File: src/rtl/pll_lock_supervisor_if.sv
// ---------------------------------------------------------------------------
// pll_lock_supervisor_if
//
// Purpose:
//   Bundles the control and status signals of the PLL lock supervisor.
//   Clock and reset are not part of the bundle. They stay as plain ports on
//   the supervisor.
//
// Signals:
//   en          run request (1 = sequence the PLL, 0 = go idle)
//   pll_locked  raw PLL LOCKED, asynchronous to the supervisor clock
//   pll_rst     PLL RESET, active high
//   sys_rst     downstream system reset, active high
//   clk_oe      forwarded-clock enable (ODDR2 CE)
//   fail        high while the supervisor has given up
//   state_o     current state encoding (debug)
//   retry_cnt   failed lock attempts since the last RUN
//   loss_cnt    lock losses seen while running, saturating at 255
//
// Modports:
//   master  drives en / pll_locked and observes the status (board / bench)
//   slave   the supervisor itself
// ---------------------------------------------------------------------------
interface pll_lock_supervisor_if;
  logic       en;
  logic       pll_locked;
  logic       pll_rst;
  logic       sys_rst;
  logic       clk_oe;
  logic       fail;
  logic [2:0] state_o;
  logic [3:0] retry_cnt;
  logic [7:0] loss_cnt;

  modport master (
    output en,
    output pll_locked,
    input  pll_rst,
    input  sys_rst,
    input  clk_oe,
    input  fail,
    input  state_o,
    input  retry_cnt,
    input  loss_cnt
  );

  modport slave (
    input  en,
    input  pll_locked,
    output pll_rst,
    output sys_rst,
    output clk_oe,
    output fail,
    output state_o,
    output retry_cnt,
    output loss_cnt
  );
endinterface

File: src/rtl/pll_lock_supervisor.sv
// ---------------------------------------------------------------------------
// pll_lock_supervisor
//
// Purpose:
//   This block brings the clock-generation PLL up in a controlled order.
//   The sequence is:
//     1. pulse the PLL reset
//     2. wait for LOCKED
//     3. require LOCKED to stay stable for a qualification window
//     4. release the downstream reset and enable the forwarded clock
//   A lock timeout causes a retry. Losing lock while running starts the
//   sequence again. After too many failed attempts the block latches FAIL.
//   The block runs on the free-running board clock and never on a PLL output.
//   A PLL output stops while the PLL is in reset.
//
// Ports:
//   clk   free-running reference clock (50 MHz)
//   rst   synchronous active-high reset
//   bus   pll_lock_supervisor_if.slave. It carries:
//           inputs:  en, pll_locked (async)
//           outputs: pll_rst, sys_rst, clk_oe, fail, state_o,
//                    retry_cnt, loss_cnt
//
// Structure:
//   - pll_locked is synchronised by two flops before any use (lock_s_q).
//   - The next state, counters and outputs are computed in one always_comb.
//   - Every flop is updated in one always_ff.
//   - The outputs are decoded from the next state and registered.
//     Because of this they change on the same edge as the state register.
// ---------------------------------------------------------------------------
module pll_lock_supervisor #(
  parameter int RST_PULSE_CYC    = 16,
  parameter int LOCK_TIMEOUT_CYC = 50000,
  parameter int LOCK_STABLE_CYC  = 1024,
  parameter int MAX_RETRY        = 7,
  parameter int CNT_W            = 16
) (
  input  logic                  clk,
  input  logic                  rst,
  pll_lock_supervisor_if.slave  bus
);

  typedef enum logic [2:0] {
    S_IDLE      = 3'd0,
    S_PLL_RST   = 3'd1,
    S_WAIT_LOCK = 3'd2,
    S_STABLE    = 3'd3,
    S_RUN       = 3'd4,
    S_FAIL      = 3'd5
  } state_t;

  // Terminal counts. Each one is the cnt value seen on the last cycle of its
  // window.
  localparam logic [CNT_W-1:0] RST_LAST     = CNT_W'(RST_PULSE_CYC - 1);
  localparam logic [CNT_W-1:0] TIMEOUT_LAST = CNT_W'(LOCK_TIMEOUT_CYC - 1);
  localparam logic [CNT_W-1:0] STABLE_LAST  = CNT_W'(LOCK_STABLE_CYC - 1);
  localparam logic [3:0]       RETRY_MAX    = 4'(MAX_RETRY);

  // Synchroniser for the asynchronous LOCKED input.
  logic sync1_q;
  logic lock_s_q;

  state_t           state_q, state_d;
  logic [CNT_W-1:0] cnt_q, cnt_d;
  logic [3:0]       retry_q, retry_d;
  logic [7:0]       loss_q, loss_d;

  logic pll_rst_q, pll_rst_d;
  logic sys_rst_q, sys_rst_d;
  logic clk_oe_q,  clk_oe_d;
  logic fail_q,    fail_d;

  // -------------------------------------------------------------------------
  // Next-state logic
  // -------------------------------------------------------------------------
  always_comb begin
    state_d = state_q;
    cnt_d   = cnt_q;
    retry_d = retry_q;
    loss_d  = loss_q;

    if (!bus.en) begin
      // Dropping en overrides every other transition. The counters of
      // failed attempts and losses are kept for post-mortem inspection.
      state_d = S_IDLE;
      cnt_d   = '0;
    end else begin
      unique case (state_q)
        S_IDLE: begin
          state_d = S_PLL_RST;
          cnt_d   = '0;
          retry_d = '0;
        end

        S_PLL_RST: begin
          if (cnt_q == RST_LAST) begin
            state_d = S_WAIT_LOCK;
            cnt_d   = '0;
          end else begin
            cnt_d = cnt_q + 1'b1;
          end
        end

        S_WAIT_LOCK: begin
          // Lock is tested first. A lock that shows up on the timeout cycle
          // itself still wins.
          if (lock_s_q) begin
            state_d = S_STABLE;
            cnt_d   = '0;
          end else if (cnt_q == TIMEOUT_LAST) begin
            cnt_d = '0;
            if (retry_q == RETRY_MAX) begin
              state_d = S_FAIL;
            end else begin
              state_d = S_PLL_RST;
              retry_d = retry_q + 1'b1;
            end
          end else begin
            cnt_d = cnt_q + 1'b1;
          end
        end

        S_STABLE: begin
          // A glitch during qualification restarts the full lock wait.
          // The PLL reset is not pulsed again, and it does not count as a
          // failed attempt.
          if (!lock_s_q) begin
            state_d = S_WAIT_LOCK;
            cnt_d   = '0;
          end else if (cnt_q == STABLE_LAST) begin
            state_d = S_RUN;
            cnt_d   = '0;
            retry_d = '0;
          end else begin
            cnt_d = cnt_q + 1'b1;
          end
        end

        S_RUN: begin
          if (!lock_s_q) begin
            state_d = S_PLL_RST;
            cnt_d   = '0;
            if (loss_q != 8'hFF) begin
              loss_d = loss_q + 1'b1;
            end
          end
        end

        S_FAIL: begin
          // FAIL is sticky. Only rst or dropping en (handled above) leave it.
          state_d = S_FAIL;
        end

        default: begin
          state_d = S_IDLE;
          cnt_d   = '0;
        end
      endcase
    end

    // The outputs are a function of the state being entered. This lets the
    // output flops switch on the same edge as the state flop.
    pll_rst_d = (state_d == S_IDLE) || (state_d == S_PLL_RST) ||
                (state_d == S_FAIL);
    sys_rst_d = (state_d != S_RUN);
    clk_oe_d  = (state_d == S_RUN);
    fail_d    = (state_d == S_FAIL);
  end

  // -------------------------------------------------------------------------
  // Registers
  // -------------------------------------------------------------------------
  always_ff @(posedge clk) begin
    if (rst) begin
      sync1_q   <= 1'b0;
      lock_s_q  <= 1'b0;
      state_q   <= S_IDLE;
      cnt_q     <= '0;
      retry_q   <= '0;
      loss_q    <= '0;
      pll_rst_q <= 1'b1;
      sys_rst_q <= 1'b1;
      clk_oe_q  <= 1'b0;
      fail_q    <= 1'b0;
    end else begin
      sync1_q   <= bus.pll_locked;
      lock_s_q  <= sync1_q;
      state_q   <= state_d;
      cnt_q     <= cnt_d;
      retry_q   <= retry_d;
      loss_q    <= loss_d;
      pll_rst_q <= pll_rst_d;
      sys_rst_q <= sys_rst_d;
      clk_oe_q  <= clk_oe_d;
      fail_q    <= fail_d;
    end
  end

  assign bus.pll_rst   = pll_rst_q;
  assign bus.sys_rst   = sys_rst_q;
  assign bus.clk_oe    = clk_oe_q;
  assign bus.fail      = fail_q;
  assign bus.state_o   = state_q;
  assign bus.retry_cnt = retry_q;
  assign bus.loss_cnt  = loss_q;

endmodule

File: src/flat_wrapper.sv
// flat-port wrapper written by rule: the top's interface ports become plain ports
module pll_lock_supervisor_flat 
#(
  parameter int RST_PULSE_CYC    = 16,
  parameter int LOCK_TIMEOUT_CYC = 50000,
  parameter int LOCK_STABLE_CYC  = 1024,
  parameter int MAX_RETRY        = 7,
  parameter int CNT_W            = 16
)
  (clk, rst, bus_en, bus_pll_locked, bus_pll_rst, bus_sys_rst, bus_clk_oe, bus_fail, bus_state_o, bus_retry_cnt, bus_loss_cnt);
  pll_lock_supervisor_if bus_i ();
  input  logic clk;
  input  logic rst;
  input wire logic [$bits(bus_i.en)-1:0] bus_en;
  input wire logic [$bits(bus_i.pll_locked)-1:0] bus_pll_locked;
  output wire logic [$bits(bus_i.pll_rst)-1:0] bus_pll_rst;
  output wire logic [$bits(bus_i.sys_rst)-1:0] bus_sys_rst;
  output wire logic [$bits(bus_i.clk_oe)-1:0] bus_clk_oe;
  output wire logic [$bits(bus_i.fail)-1:0] bus_fail;
  output wire logic [$bits(bus_i.state_o)-1:0] bus_state_o;
  output wire logic [$bits(bus_i.retry_cnt)-1:0] bus_retry_cnt;
  output wire logic [$bits(bus_i.loss_cnt)-1:0] bus_loss_cnt;
  assign bus_i.en = bus_en;
  assign bus_i.pll_locked = bus_pll_locked;
  assign bus_pll_rst = bus_i.pll_rst;
  assign bus_sys_rst = bus_i.sys_rst;
  assign bus_clk_oe = bus_i.clk_oe;
  assign bus_fail = bus_i.fail;
  assign bus_state_o = bus_i.state_o;
  assign bus_retry_cnt = bus_i.retry_cnt;
  assign bus_loss_cnt = bus_i.loss_cnt;
  pll_lock_supervisor #(.RST_PULSE_CYC(RST_PULSE_CYC), .LOCK_TIMEOUT_CYC(LOCK_TIMEOUT_CYC), .LOCK_STABLE_CYC(LOCK_STABLE_CYC), .MAX_RETRY(MAX_RETRY), .CNT_W(CNT_W)) u_core (.clk(clk), .rst(rst), .bus(bus_i));
endmodule
File: config.mk
export PLATFORM = sky130hd
export DESIGN_NAME = pll_lock_supervisor_flat
export DESIGN_NICKNAME = d
export VERILOG_FILES = /design/src/rtl/pll_lock_supervisor_if.sv /design/src/rtl/pll_lock_supervisor.sv /design/src/flat_wrapper.sv
export SDC_FILE = /design/constraint.sdc
export NUM_CORES = 1
export LEC_CHECK = 0
export ABC_AREA = 1
export BUFFER_PORTS_ARGS = -buffer_cell sky130_fd_sc_hd__buf_2
export CAP_MARGIN = 20
export CORE_MARGIN = 2
export CORE_UTILIZATION = 63
export DETAILED_ROUTE_END_ITERATION = 16
export PLACE_DENSITY = 0.83
export SLEW_MARGIN = 40
export SYNTH_ARGS = -nofsm -noshare
export SYNTH_HDL_FRONTEND = slang
export SYNTH_SLANG_ARGS = --single-unit
export TNS_END_PERCENT = 30
File: constraint.sdc
create_clock -name clk -period 3.8 [get_ports clk]
set_input_delay 1.14 -clock clk [delete_from_list [all_inputs] [get_ports clk]]
set_output_delay 1.14 -clock clk [all_outputs]
set_load 0.005 [all_outputs]
==> reports/qor.tcl, run 1 <==
set qor(status) {finished clean}
set qor(fp.dieW_um) 62.3
set qor(slew-limit-headroom) 0.668
set qor(fmax_ghz) 0.457
set qor(area_share_of_xor_xnor_cells_in_the_synthesized_design) 0.0368
set qor(vias_in_the_first_global_route) 1901
set qor(power.net_switching_w) 0.000177
set qor(cp_slowest_stage_delay_ns) 0.51
set qor(power.internal_w) 0.000542
set qor(worst_ep_required_time_ns) 2.66
set qor(synth_async_sr_flop_share) 0
set qor(totalNegativeSetupSlack_ns) 0
set qor(synthesis.area_mm2) 0.00214
set qor(clk_transition_reported_paths_ns) 0.13
set qor(post_layout_nonfiller_instances) 403
set qor(leakage_power_of_the_design_nw) 1.14
set qor(drt-wirelength-per-cell_um) 11.4
set qor(clockBufferDepth) 2
set qor(critPathTopFamily) {flip-flops}
set qor(clk-insertion-delay-late_ns) 0.36
set qor(power.share.combinational) 0.050
set qor(post_synth_inst_count) 329
set qor(wire_length_of_the_first_global_routing_pass_um) 8180
set qor(fin_skew_ns) 0.0106
set qor(power.density_mw_per_mm2) 302
set qor(max-vdd-ir-drop_v) 0.000246
set qor(synth_simple_gate_area_frac) 0.430
set qor(post-route-min-period_ns) 2.19
set qor(grt-ovfl-total) 0
set qor(postCtsHoldBufs) 0
set qor(path_max_fanout) 8
set qor(register_bit_count_reported_by_yosys) 37
set qor(clock_power_share) 0.401
set qor(setup_repair_after_global_routing_missed_its_margin) {false}
set qor(drt_iter0_drc) 137
set qor(crit_arrival_ns) 1.05
set qor(post-cts-setup-buffer-count) 0
set qor(design.core.area_mm2) 0.00331
set qor(seq_power_share) 0.549
set qor(synthDominantCellAreaShare) 0.346
set qor(synth_adder_area_share) 0.0175
set qor(wirelength_um) 4580
set qor(post_cts.resized_instances) 0
set qor(floorplan.die.height_um) 62.3
set qor(effective_utilization_at_floorplan) 0.647
set qor(timing.setup.critical_path_class) {reg2out}
set qor(setup_violations) 0
set qor(synth-main-ff-cell) {dfxtp_1}
set qor(detailedRoute.firstPassIterationCount) 5
set qor(globalRouteTotalUtil) 0.261
set qor(synthMostInstantiatedCell) {nand2_1}
set qor(worst_slew_pin_slew_ns) 0.497
set qor(grt_max_degree) 14
set qor(fill_cells) 295
set qor(synth_cell_types) 29
set qor(post_drt_via_cell_ratio) 5.20
set qor(io_buffer_count) 22
set qor(antenna_violating_nets_post_route) 0
set qor(clock-root-buffer) {clkbuf_4}
set qor(route.vias.total) 2097
set qor(synth.cells.most_frequent) {nand2_1, nor2_1, inv_1}
set qor(numClockSinks) 37
set qor(kind_of_start_point_of_the_critical_path) {register}
set qor(area_added_between_synthesis_and_finish_pct) 11.2
set qor(timing.critical_path.cells) {buf_2}
set qor(drt_drc_violations_left) 0
set qor(antenna_violations_before_repair) 0
set qor(tritoncts) {yes}
set qor(cts.htree.levels) 2
set qor(num_antenna_cells) 0
set qor(synthMuxAreaShare) 0
set qor(post-place-cells) 395
set qor(layout.nets) 363
set qor(routabilityCongestion) 0.872
set qor(post_synth_main_area_contributors) {dfxtp_1, nand2_1, nor2_1}
set qor(cell_at_the_slowest_stage_of_the_critical_path) {dfxtp_1}
set qor(numCtsBuffers) 5
set qor(worstHoldPathType) {reg2reg}
set qor(synth_edf_count) 0
set qor(synthDominantAreaCellType) {dfxtp_1}
set qor(synth-seq-area-share) 0.346
set qor(avgSynthCellArea_um2) 6.51
set qor(number_of_synthesis_warnings) 0
set qor(critical_path.n_buffers_inverters) 1
set qor(post_route_cells_drive_above_1_share) 0.185
set qor(critPathCaptureType) {output port}
set qor(main_combinational_cell_family_by_area_after_synthesis) {simple AND/OR/NAND/NOR gates}
set qor(switching_share) 0.246
set qor(final_slew_viol_count) 0
set qor(estimated_wirelength_of_the_detail_placed_design_um) 3430
set qor(timing.final.hold_violations) 0
set qor(synth_nets) 336
set qor(synth_compound_area_frac) 0.0713
set qor(finalCritPeriodShare) 0.576
set qor(die_footprint_mm2) 0.00388
set qor(io_pins) 23
set qor(rows) 21
set qor(drv.max_cap_violation_count) 0
## per-stage QoR
stage,total power (W),hold slack [ns],worst slack (ns),instance area (um^2),util
floorplan,0.000428,0.388,1.86,2140,-
global placement,0.000437,0.391,1.55,2300,0.694
detailed placement,0.000439,0.398,1.47,2300,0.694
CTS,0.000721,0.416,1.61,2380,0.720
global route,0.000742,0.433,1.56,2380,0.720
finish,0.000718,0.414,1.61,2380,0.720
## final timing paths
path / to / startpoint / slack [ns] / depth (start not counted)
min: u_core.lock_s_q / u_core.sync1_q / 0.41 / 2
min reg2reg: u_core.lock_s_q / u_core.sync1_q / 0.41 / 2
max: bus_state_o[1] / u_core.bus.state_o[1] / 1.61 / 1
max reg2reg: u_core.cnt_q[2] / u_core.cnt_q[1] / 2.01 / 8
## cells by family after synthesis
logic type	after synthesis
fa+ha+maj	3
simple gates	198
flops	37
compound gates	27
xor+xnor	9
buf+inv	55
## cell usage in the layout (no fill, tap or decap)
cell type	count
a211oi_1	1
a21oi_1	14
a41oi_1	1
buf_2	22
bufinv_16	1
clkbuf_4	5
clkinv_2	1
clkinv_4	1
clkinvlp_4	1
dfxtp_1	37
ha_1	3
inv_1	45
inv_2	7
nand2_1	77
nand2_2	12
nand2_4	1
nand3_1	29
nand3_2	1
nand3_4	1
nand3b_1	2
nand4_1	5
nand4_2	1
nand4_4	1
nor2_1	50
nor2_2	7
nor2_4	1
nor3_1	10
o21ai_0	7
o21ai_1	1
o21ai_2	3
xnor2_1	3
xor2_1	6
## area by class of cell
cell class / count / area, um^2 / share of cell area
multi-input combinational: 237 / 1190 / 0.499
sequential: 37 / 741 / 0.311
inverter: 53 / 200 / 0.0840
clock buffer: 5 / 37.5 / 0.0158
clock inverter: 3 / 46.3 / 0.0194
tap: 46 / 57.6 / 0.0242
timing repair buffer: 22 / 110 / 0.0462
## power groups by stage
stage / Combinational [W] / Clock [W] / Sequential [W]
after floorplan: 0.0000249 / 0 / 0.000403
after global placement: 0.0000343 / 0 / 0.000403
after detailed placement: 0.0000355 / 0 / 0.000403
after CTS: 0.0000356 / 0.000291 / 0.000395
after global routing: 0.0000403 / 0.000306 / 0.000395
final: 0.0000356 / 0.000288 / 0.000394
## flip-flops by register name, indices dropped and copies added (netlist names)
| name | count |
|---|---|
| u_core.cnt_q | 16 |
| u_core.bus.loss_cnt | 8 |
| u_core.bus.retry_cnt | 4 |
| u_core.bus.state_o | 3 |
| u_core.bus.clk_oe | 1 |
| u_core.bus.fail | 1 |
| u_core.bus.pll_rst | 1 |
| u_core.bus.sys_rst | 1 |
| u_core.lock_s_q | 1 |
| u_core.sync1_q | 1 |
## worst reg2reg max path, cell delays in order (launching register included)
cell and delay, ns:
dfxtp_1 0.42, ha_1 0.24, nand3_2 0.14, nor2_1 0.22, nand2_1 0.08, nand2_1 0.16, nand4_4 0.23, nand2_2 0.16
nor2_1 0.04
## routing by layer
metal,vias up,global-route usage,part of all wire
li1,1083,-,-
met1,948,0.351,0.46
met2,58,0.418,0.46
met3,8,0.0543,0.057
met4,0,0.0889,0.017
met5,-,0,0
No activity file was read; power rests on OpenSTA's default activity.
==> inputs of run 2 (changes only) <==
--- a/config.mk
+++ b/config.mk
@@ -9,9 +9,9 @@
 export BUFFER_PORTS_ARGS = -buffer_cell sky130_fd_sc_hd__buf_2
 export CAP_MARGIN = 20
 export CORE_MARGIN = 2
-export CORE_UTILIZATION = 63
+export CORE_UTILIZATION = 58
 export DETAILED_ROUTE_END_ITERATION = 16
-export PLACE_DENSITY = 0.83
+export PLACE_DENSITY = 0.77
 export SLEW_MARGIN = 40
 export SYNTH_ARGS = -nofsm -noshare
 export SYNTH_HDL_FRONTEND = slang
==> constraint.sdc (replaced) <==
create_clock -name clk -period 2.2 [get_ports clk]
set_input_delay 0.66 -clock clk [delete_from_list [all_inputs] [get_ports clk]]
set_output_delay 0.66 -clock clk [all_outputs]
set_load 0.005 [all_outputs]
==> run 2 against run 1 <==
Clock skew is 0.0033 ns lower. Clock power up 61%. Sequential power grew 73%. Utilization shrank 5.8 points. Flip-flop and latch count is the same. Largest power group unchanged.
==> reports/qor.tcl, run 2 (synthesis results as in run 1) <==
set qor(status) {finished clean}
set qor(detailedRoute.firstPassIterationCount) 4 ;# -1
set qor(worst_r2r_startpoint) {u_core.cnt_q[1]}
set qor(routabilityCongestion) 0.939 ;# +7.7%
set qor(worstHoldPathType) {reg2reg}
set qor(post_cts.resized_instances) 0 ;# unchanged
set qor(setup_violations) 0 ;# unchanged
set qor(worst_r2r_path_depth) 8 ;# unchanged
set qor(die_footprint_mm2) 0.00420 ;# +8.1%
set qor(fill_cells) 346 ;# +17%
set qor(fp.dieW_um) 64.8 ;# +3.9%
set qor(io_pins) 23 ;# unchanged
set qor(layout.cells.most_common) {nand2_1}
set qor(drt_iter0_drc) 93 ;# -32%
set qor(slew-limit-headroom) 0.683 ;# +0.0144
set qor(max-vdd-ir-drop_v) 0.000346 ;# +40%
set qor(postCtsHoldBufs) 0 ;# unchanged
set qor(final_slew_viol_count) 0 ;# unchanged
set qor(vias_in_the_first_global_route) 1794 ;# -5.6%
set qor(largest_register_ffs) 16 ;# unchanged
set qor(design.core.area_mm2) 0.00361 ;# +8.9%
set qor(finalCritPeriodShare) 0.800
set qor(numCtsBuffers) 5 ;# unchanged
set qor(grt-ovfl-total) 0 ;# unchanged
set qor(wirelength_um) 4240 ;# -7.4%
set qor(worstReg2RegEnd) {u_core.cnt_q[2]}
set qor(postLayoutSetupSlackWorst_ns) 0.439 ;# -1.17 ns
set qor(worst_slew_pin_slew_ns) 0.476 ;# -0.0216 ns
set qor(critPathCaptureType) {register}
set qor(worst_ep_required_time_ns) 2.38 ;# -0.28 ns
set qor(power.share.combinational) 0.050 ;# about the same
set qor(drv.max_cap_violation_count) 0 ;# unchanged
set qor(worst_setup_path_startpoint) {u_core.cnt_q[1]}
set qor(hold_path_startpoint) {u_core.sync1_q}
set qor(effective_utilization_at_floorplan) 0.594 ;# -0.0530
set qor(floorplan.die.height_um) 64.8 ;# +3.9%
set qor(tritoncts) {yes}
set qor(post_layout_nonfiller_instances) 405 ;# +0.50%
set qor(clock-root-buffer) {clkbuf_8}
set qor(postLayoutCellArea_mm2) 0.00239 ;# +0.21%
set qor(crit_arrival_ns) 1.94 ;# +0.89 ns
set qor(power.internal_w) 0.000913 ;# +69%
set qor(path_max_fanout) 10 ;# +2
set qor(clk-insertion-delay-late_ns) 0.29 ;# -0.07 ns
set qor(fin_skew_ns) 0.00733 ;# -0.00332 ns
set qor(wire_length_of_the_first_global_routing_pass_um) 7420 ;# -9.3%
set qor(drt-wirelength-per-cell_um) 10.5 ;# -7.9%
set qor(timing.final.hold_violations) 0 ;# unchanged
set qor(clk_transition_reported_paths_ns) 0.08 ;# -0.05 ns
set qor(post-cts-setup-buffer-count) 0 ;# unchanged
set qor(numClockSinks) 37 ;# unchanged
set qor(power_w) 0.00120 ;# +68%
set qor(post_drt_via_cell_ratio) 5.01 ;# -3.7%
set qor(area_added_between_synthesis_and_finish_pct) 11.4
set qor(antenna_violating_nets_post_route) 0 ;# unchanged
set qor(drt_drc_violations_left) 0 ;# unchanged
set qor(power.density_mw_per_mm2) 505 ;# +67%
set qor(cts.htree.levels) 2 ;# unchanged
set qor(clock_power_share) 0.385 ;# -0.016
set qor(grt_max_degree) 13 ;# -1
set qor(fmax_ghz) 0.568
set qor(clockBufferDepth) 2 ;# unchanged
set qor(timing.setup.critical_path_class) {reg2reg}
set qor(post-route-min-period_ns) 1.76
set qor(leakage_power_of_the_design_nw) 1.14 ;# +0.22%
set qor(post-place-cells) 397 ;# +0.51%
set qor(rows) 22 ;# +4.8%
set qor(hold-path-endpoint) {u_core.lock_s_q}
set qor(io_buffer_count) 22 ;# unchanged
set qor(route.vias.total) 2030 ;# -3.2%
set qor(power.net_switching_w) 0.000292 ;# +65%
set qor(layout.nets) 363 ;# unchanged
set qor(largest_register) {u_core.cnt_q}
set qor(switching_share) 0.242 ;# -0.00368
set qor(timing.reg2reg.setup_slack_ns) 0.44 ;# -1.57 ns
set qor(seq_power_share) 0.565 ;# +0.016
set qor(place_area_mm2) 0.00230 ;# +0.11%
set qor(post_route_cells_drive_above_1_share) 0.185 ;# unchanged
set qor(whs_path_depth) 2 ;# unchanged
set qor(multi_input_comb_area_mm2) 0.00119 ;# unchanged
set qor(kind_of_start_point_of_the_critical_path) {register}
set qor(setup_repair_after_global_routing_missed_its_margin) {false}
set qor(sequential_cell_area_um2) 741 ;# unchanged
set qor(num_antenna_cells) 0 ;# unchanged
set qor(pre_cts_slack_ns) 0.429 ;# -1.04 ns
set qor(final_cell_mix) {nand2_1, nor2_1, inv_1}
set qor(estimated_wirelength_of_the_detail_placed_design_um) 3240 ;# -5.4%
set qor(totalNegativeSetupSlack_ns) 0 ;# unchanged
set qor(antenna_violations_before_repair) 0 ;# unchanged
set qor(globalRouteTotalUtil) 0.225 ;# -0.0353
-- run 2: through the flow --
step,hold slack [ns],utilization
final,0.406,0.662
after global routing,0.425,0.662
after CTS,0.411,0.662
after detailed placement,0.399,0.638
after global placement,0.394,0.638
after floorplan,0.388,-
-- run 2: power by group through the flow --
stage	Sequential, W	Combinational, W	Clock [W]
2_1_floorplan	0.000696	0.0000431	0
3_3_place_gp	0.000696	0.0000591	0
3_5_place_dp	0.000696	0.0000602	0
4_1_cts	0.000680	0.0000603	0.000477
5_1_grt	0.000681	0.0000691	0.000506
6_report	0.000680	0.0000603	0.000464
-- run 2: critical path, stage by stage (launching register included) --
cell	delay, ns
dfxtp_1	0.40
ha_1	0.24
nand3_2	0.16
nor2_1	0.22
nand2_1	0.08
nand2_1	0.15
nand4_4	0.21
nand2_2	0.15
nor2_1	0.04
-- run 2: cell type report --
cell class,count,area share
Tap cell,48,0.0252
Clock inverter,3,0.00734
Inverter,53,0.0839
Timing Repair Buffer,22,0.0461
Clock buffer,5,0.0288
Multi-Input combinational cell,237,0.498
Sequential cell,37,0.310
-- run 2: how the worst max path moves through the flow --
stage,endpoint,slack (ns),cells after the start
5_1_grt,u_core.cnt_q[4],0.25,8
4_1_cts,u_core.cnt_q[2],0.45,8
3_5_place_dp,u_core.cnt_q[8],0.43,6
3_3_place_gp,u_core.cnt_q[8],0.45,6
2_1_floorplan,u_core.cnt_q[7],0.72,8
6_report,u_core.cnt_q[2],0.44,8
-- run 2: per-layer routing --
layer / GRT usage / share of wire
met2: 0.367 / 0.45
met4: 0.0851 / 0.014
met1: 0.287 / 0.48
met3: 0.0573 / 0.049
met5: 0 / 0
==> inputs of run 3 (changes only) <==
--- a/config.mk
+++ b/config.mk
@@ -5,11 +5,11 @@
 export SDC_FILE = /design/constraint.sdc
 export NUM_CORES = 1
 export LEC_CHECK = 0
-export ABC_AREA = 1
+export ABC_AREA = 0
 export BUFFER_PORTS_ARGS = -buffer_cell sky130_fd_sc_hd__buf_2
 export CAP_MARGIN = 20
 export CORE_MARGIN = 2
-export CORE_UTILIZATION = 58
+export CORE_UTILIZATION = 57
 export DETAILED_ROUTE_END_ITERATION = 16
 export PLACE_DENSITY = 0.77
 export SLEW_MARGIN = 40
==> constraint.sdc (replaced) <==
create_clock -name clk -period 1.7 [get_ports clk]
set_input_delay 0.51 -clock clk [delete_from_list [all_inputs] [get_ports clk]]
set_output_delay 0.51 -clock clk [all_outputs]
set_load 0.005 [all_outputs]
==> run 3 against run 2 <==
Synthesized cell count down 36%. The flow now finishes with violations (negative setup slack). Critical path depth down 1. Sequential share of layout area down 1.4 points. Cell count down 19%. Register-to-register slack worse by 0.75 ns. Critical path type unchanged. Global-route usage up 6.7 points. Utilization up 17 points.
==> reports/qor.tcl, run 3 <==
set qor(globalRouteTotalUtil) 0.292 ;# +0.0669
set qor(fin_skew_ns) 0.00303 ;# -0.00430 ns
set qor(vias_in_the_first_global_route) 1779 ;# -0.84%
set qor(timing.setup.critical_path_class) {reg2reg}
set qor(synth.cells.most_frequent) {dfxtp_1, nor2_1, nand2_1}
set qor(whs_path_depth) 2 ;# unchanged
set qor(wirelength_um) 4900 ;# +15%
set qor(hold-path-endpoint) {u_core.sync1_q}
set qor(detailedRoute.firstPassIterationCount) 4 ;# unchanged
set qor(die_footprint_mm2) 0.00369 ;# -12%
set qor(post_layout_nonfiller_instances) 329 ;# -19%
set qor(post_synth_inst_count) 212 ;# -36%
set qor(worst_r2r_startpoint) {u_core.cnt_q[15]}
set qor(place_area_mm2) 0.00238 ;# +3.4%
set qor(critPathCaptureType) {register}
set qor(cell_at_the_slowest_stage_of_the_critical_path) {or4_4}
set qor(largest_register_ffs) 16 ;# unchanged
set qor(post-route-min-period_ns) 2.01 ;# +0.249 ns
set qor(worst_slew_pin_slew_ns) 0.433 ;# -0.0426 ns
set qor(path_max_fanout) 2 ;# -8
set qor(synth-seq-area-share) 0.404 ;# +0.0580
set qor(critPathTopFamily) {simple AND/OR/NAND/NOR gates}
set qor(design.core.area_mm2) 0.00305 ;# -15%
set qor(synthDominantAreaCellType) {dfxtp_1}
set qor(utilization) 0.830 ;# +0.168
set qor(synth_nets) 219 ;# -35%
set qor(grt_max_degree) 16 ;# +3
set qor(post_synth_main_area_contributors) {dfxtp_1, nor2_1, xor2_1}
set qor(clockBufferDepth) 2 ;# unchanged
set qor(setup_repair_after_global_routing_missed_its_margin) {true}
set qor(drv.max_cap_violation_count) 0 ;# unchanged
set qor(kind_of_start_point_of_the_critical_path) {register}
set qor(fp.dieW_um) 60.7 ;# -6.2%
set qor(synthMostInstantiatedCell) {dfxtp_1}
set qor(setup_violations) 26 ;# +26
set qor(number_of_synthesis_warnings) 0 ;# unchanged
set qor(antenna_violating_nets_post_route) 0 ;# unchanged
set qor(synthDominantCellAreaShare) 0.404 ;# +0.0580
set qor(power_w) 0.00145 ;# +20%
set qor(postLayoutCellArea_mm2) 0.00253 ;# +6.2%
set qor(rows) 20 ;# -9.1%
set qor(status) {finished, violations left}
set qor(synth_cell_types) 46 ;# +59%
set qor(numClockSinks) 37 ;# unchanged
set qor(wire_length_of_the_first_global_routing_pass_um) 7930 ;# +6.9%
set qor(num_antenna_cells) 0 ;# unchanged
set qor(drt_drc_violations_left) 0 ;# unchanged
set qor(synth_async_sr_flop_share) 0 ;# unchanged
set qor(cp_slowest_stage_delay_ns) 0.56 ;# +0.16 ns
set qor(leakage_power_of_the_design_nw) 1.11 ;# -2.7%
set qor(slew-limit-headroom) 0.711 ;# +0.0282
set qor(worstHoldPathType) {in2reg}
set qor(worst_ep_required_time_ns) 1.95 ;# -0.43 ns
set qor(max-vdd-ir-drop_v) 0.000409 ;# +18%
set qor(power.density_mw_per_mm2) 570 ;# +13%
set qor(post_route_cells_drive_above_1_share) 0.421 ;# +0.236
set qor(io_pins) 23 ;# unchanged
set qor(clock-root-buffer) {clkbuf_4}
set qor(synth-main-ff-cell) {dfxtp_1}
set qor(cts.htree.levels) 2 ;# unchanged
set qor(timing.final.hold_violations) 0 ;# unchanged
set qor(critical_path.n_buffers_inverters) 1 ;# +1
set qor(layout.cells.most_common) {buf_4}
set qor(synthesis.area_mm2) 0.00183 ;# -14%
set qor(effective_utilization_at_floorplan) 0.601 ;# +0.00679
set qor(final_cell_mix) {buf_4, nor2_1, dfxtp_1}
set qor(route.vias.total) 1868 ;# -8.0%
set qor(worst_r2r_path_depth) 7 ;# -1
set qor(totalNegativeSetupSlack_ns) -5.54 ;# -5.54 ns
set qor(worstReg2RegEnd) {u_core.bus.pll_rst}
set qor(finalCritPeriodShare) 1.18 ;# +0.382
set qor(routabilityCongestion) 0.866 ;# -7.8%
set qor(clk-insertion-delay-late_ns) 0.34 ;# +0.05 ns
set qor(drt_iter0_drc) 124 ;# +33%
set qor(final_slew_viol_count) 0 ;# unchanged
set qor(io_buffer_count) 22 ;# unchanged
set qor(estimated_wirelength_of_the_detail_placed_design_um) 3560 ;# +9.8%
set qor(fmax_ghz) 0.498 ;# -12%
set qor(failed_checks) {negative setup slack}
set qor(post_drt_via_cell_ratio) 5.68 ;# +13%
set qor(hold_path_startpoint) {bus_pll_locked}
set qor(antenna_violations_before_repair) 0 ;# unchanged
set qor(layout.nets) 292 ;# -20%
set qor(post-place-cells) 320 ;# -19%
set qor(timing.critical_path.cells) {or4_4, nand2b_4, o31ai_4, o2111ai_2, or3_4, inv_2, nor2_1}
set qor(postLayoutSetupSlackWorst_ns) -0.310 ;# -0.749 ns
set qor(register_bit_count_reported_by_yosys) 37 ;# unchanged
set qor(crit_arrival_ns) 2.26 ;# +0.32 ns
set qor(floorplan.die.height_um) 60.7 ;# -6.2%
set qor(avgSynthCellArea_um2) 8.65 ;# +33%
set qor(synth_edf_count) 0 ;# unchanged
set qor(timing.reg2reg.setup_slack_ns) -0.31 ;# -0.75 ns
set qor(numCtsBuffers) 5 ;# unchanged
set qor(drt-wirelength-per-cell_um) 14.9 ;# +42%
set qor(tritoncts) {yes}
set qor(clk_transition_reported_paths_ns) 0.11 ;# +0.03 ns
set qor(grt-ovfl-total) 0 ;# unchanged
set qor(largest_register) {u_core.cnt_q}
set qor(area_added_between_synthesis_and_finish_pct) 38.2
run 3: routing by layer:
layer,routed length [um],part of all wire,GRT usage,up-vias
li1,-,-,-,891
met4,119,0.024,0.134,0
met3,236,0.048,0.0725,15
met2,2490,0.51,0.502,67
met5,0,0,0,-
met1,2050,0.42,0.343,895
run 3: final cells by class:
cell class	count	area, um^2
multi-input combinational	162	1140
sequential	37	751
fill	204	518
timing repair buffer	73	509
clock buffer	7	55.1
tap	44	55.1
inverter	6	22.5
run 3: report_power, final:
| group | internal [W] | total [W] | switching, W |
|---|---|---|---|
| Clock | 0.000195 | 0.000481 | 0.000286 |
| Sequential | 0.000871 | 0.000877 | 0.00000577 |
| Combinational | 0.0000431 | 0.0000877 | 0.0000446 |
| Total | 0.00111 | 0.00145 | 0.000336 |
run 3: through the flow:
| stage | hold slack [ns] | setup WS [ns] |
|---|---|---|
| after floorplan | 0.414 | -0.240 |
| after global placement | 0.424 | -0.221 |
| after detailed placement | 0.442 | -0.306 |
| after CTS | 0.367 | -0.316 |
| after global routing | 0.391 | -0.366 |
| final | 0.378 | -0.310 |
run 3: worst max-delay path by stage:
stage                     start                  to  slack (ns)  depth (start not counted)
2_1_floorplan  u_core.cnt_q[15]  u_core.bus.pll_rst       -0.24                          7
3_3_place_gp   u_core.cnt_q[15]  u_core.bus.pll_rst       -0.22                          7
3_5_place_dp   u_core.cnt_q[15]  u_core.bus.pll_rst       -0.31                          7
4_1_cts        u_core.cnt_q[15]  u_core.bus.pll_rst       -0.32                          7
5_1_grt        u_core.cnt_q[15]  u_core.bus.pll_rst       -0.37                          7
6_report       u_core.cnt_q[15]  u_core.bus.pll_rst       -0.31                          7
run 3: cell families (layout without fill, tap and decap cells):
family | after synthesis | count (layout) | share of synthesized area
AOI/OAI and AO/OA | 28 | 28 | 0.118
buffers and inverters | 13 | 86 | 0.0293
and+or+nand+nor | 111 | 111 | 0.331
adders and majority gates | 3 | 3 | 0.0205
xor gates and xnor gates | 18 | 18 | 0.0859
muxes | 2 | 2 | 0.0116
DFF | 37 | 37 | 0.404
run 3: what timing repair did:
action / CTS / global route
hold buffers: 0 / 0
endpoints found under the setup margin: 26 / 32
cloned: 0 / 0
gates resized for setup: 12 / 13
setup buffers: 2 / 0
pin swaps: 14 / 3
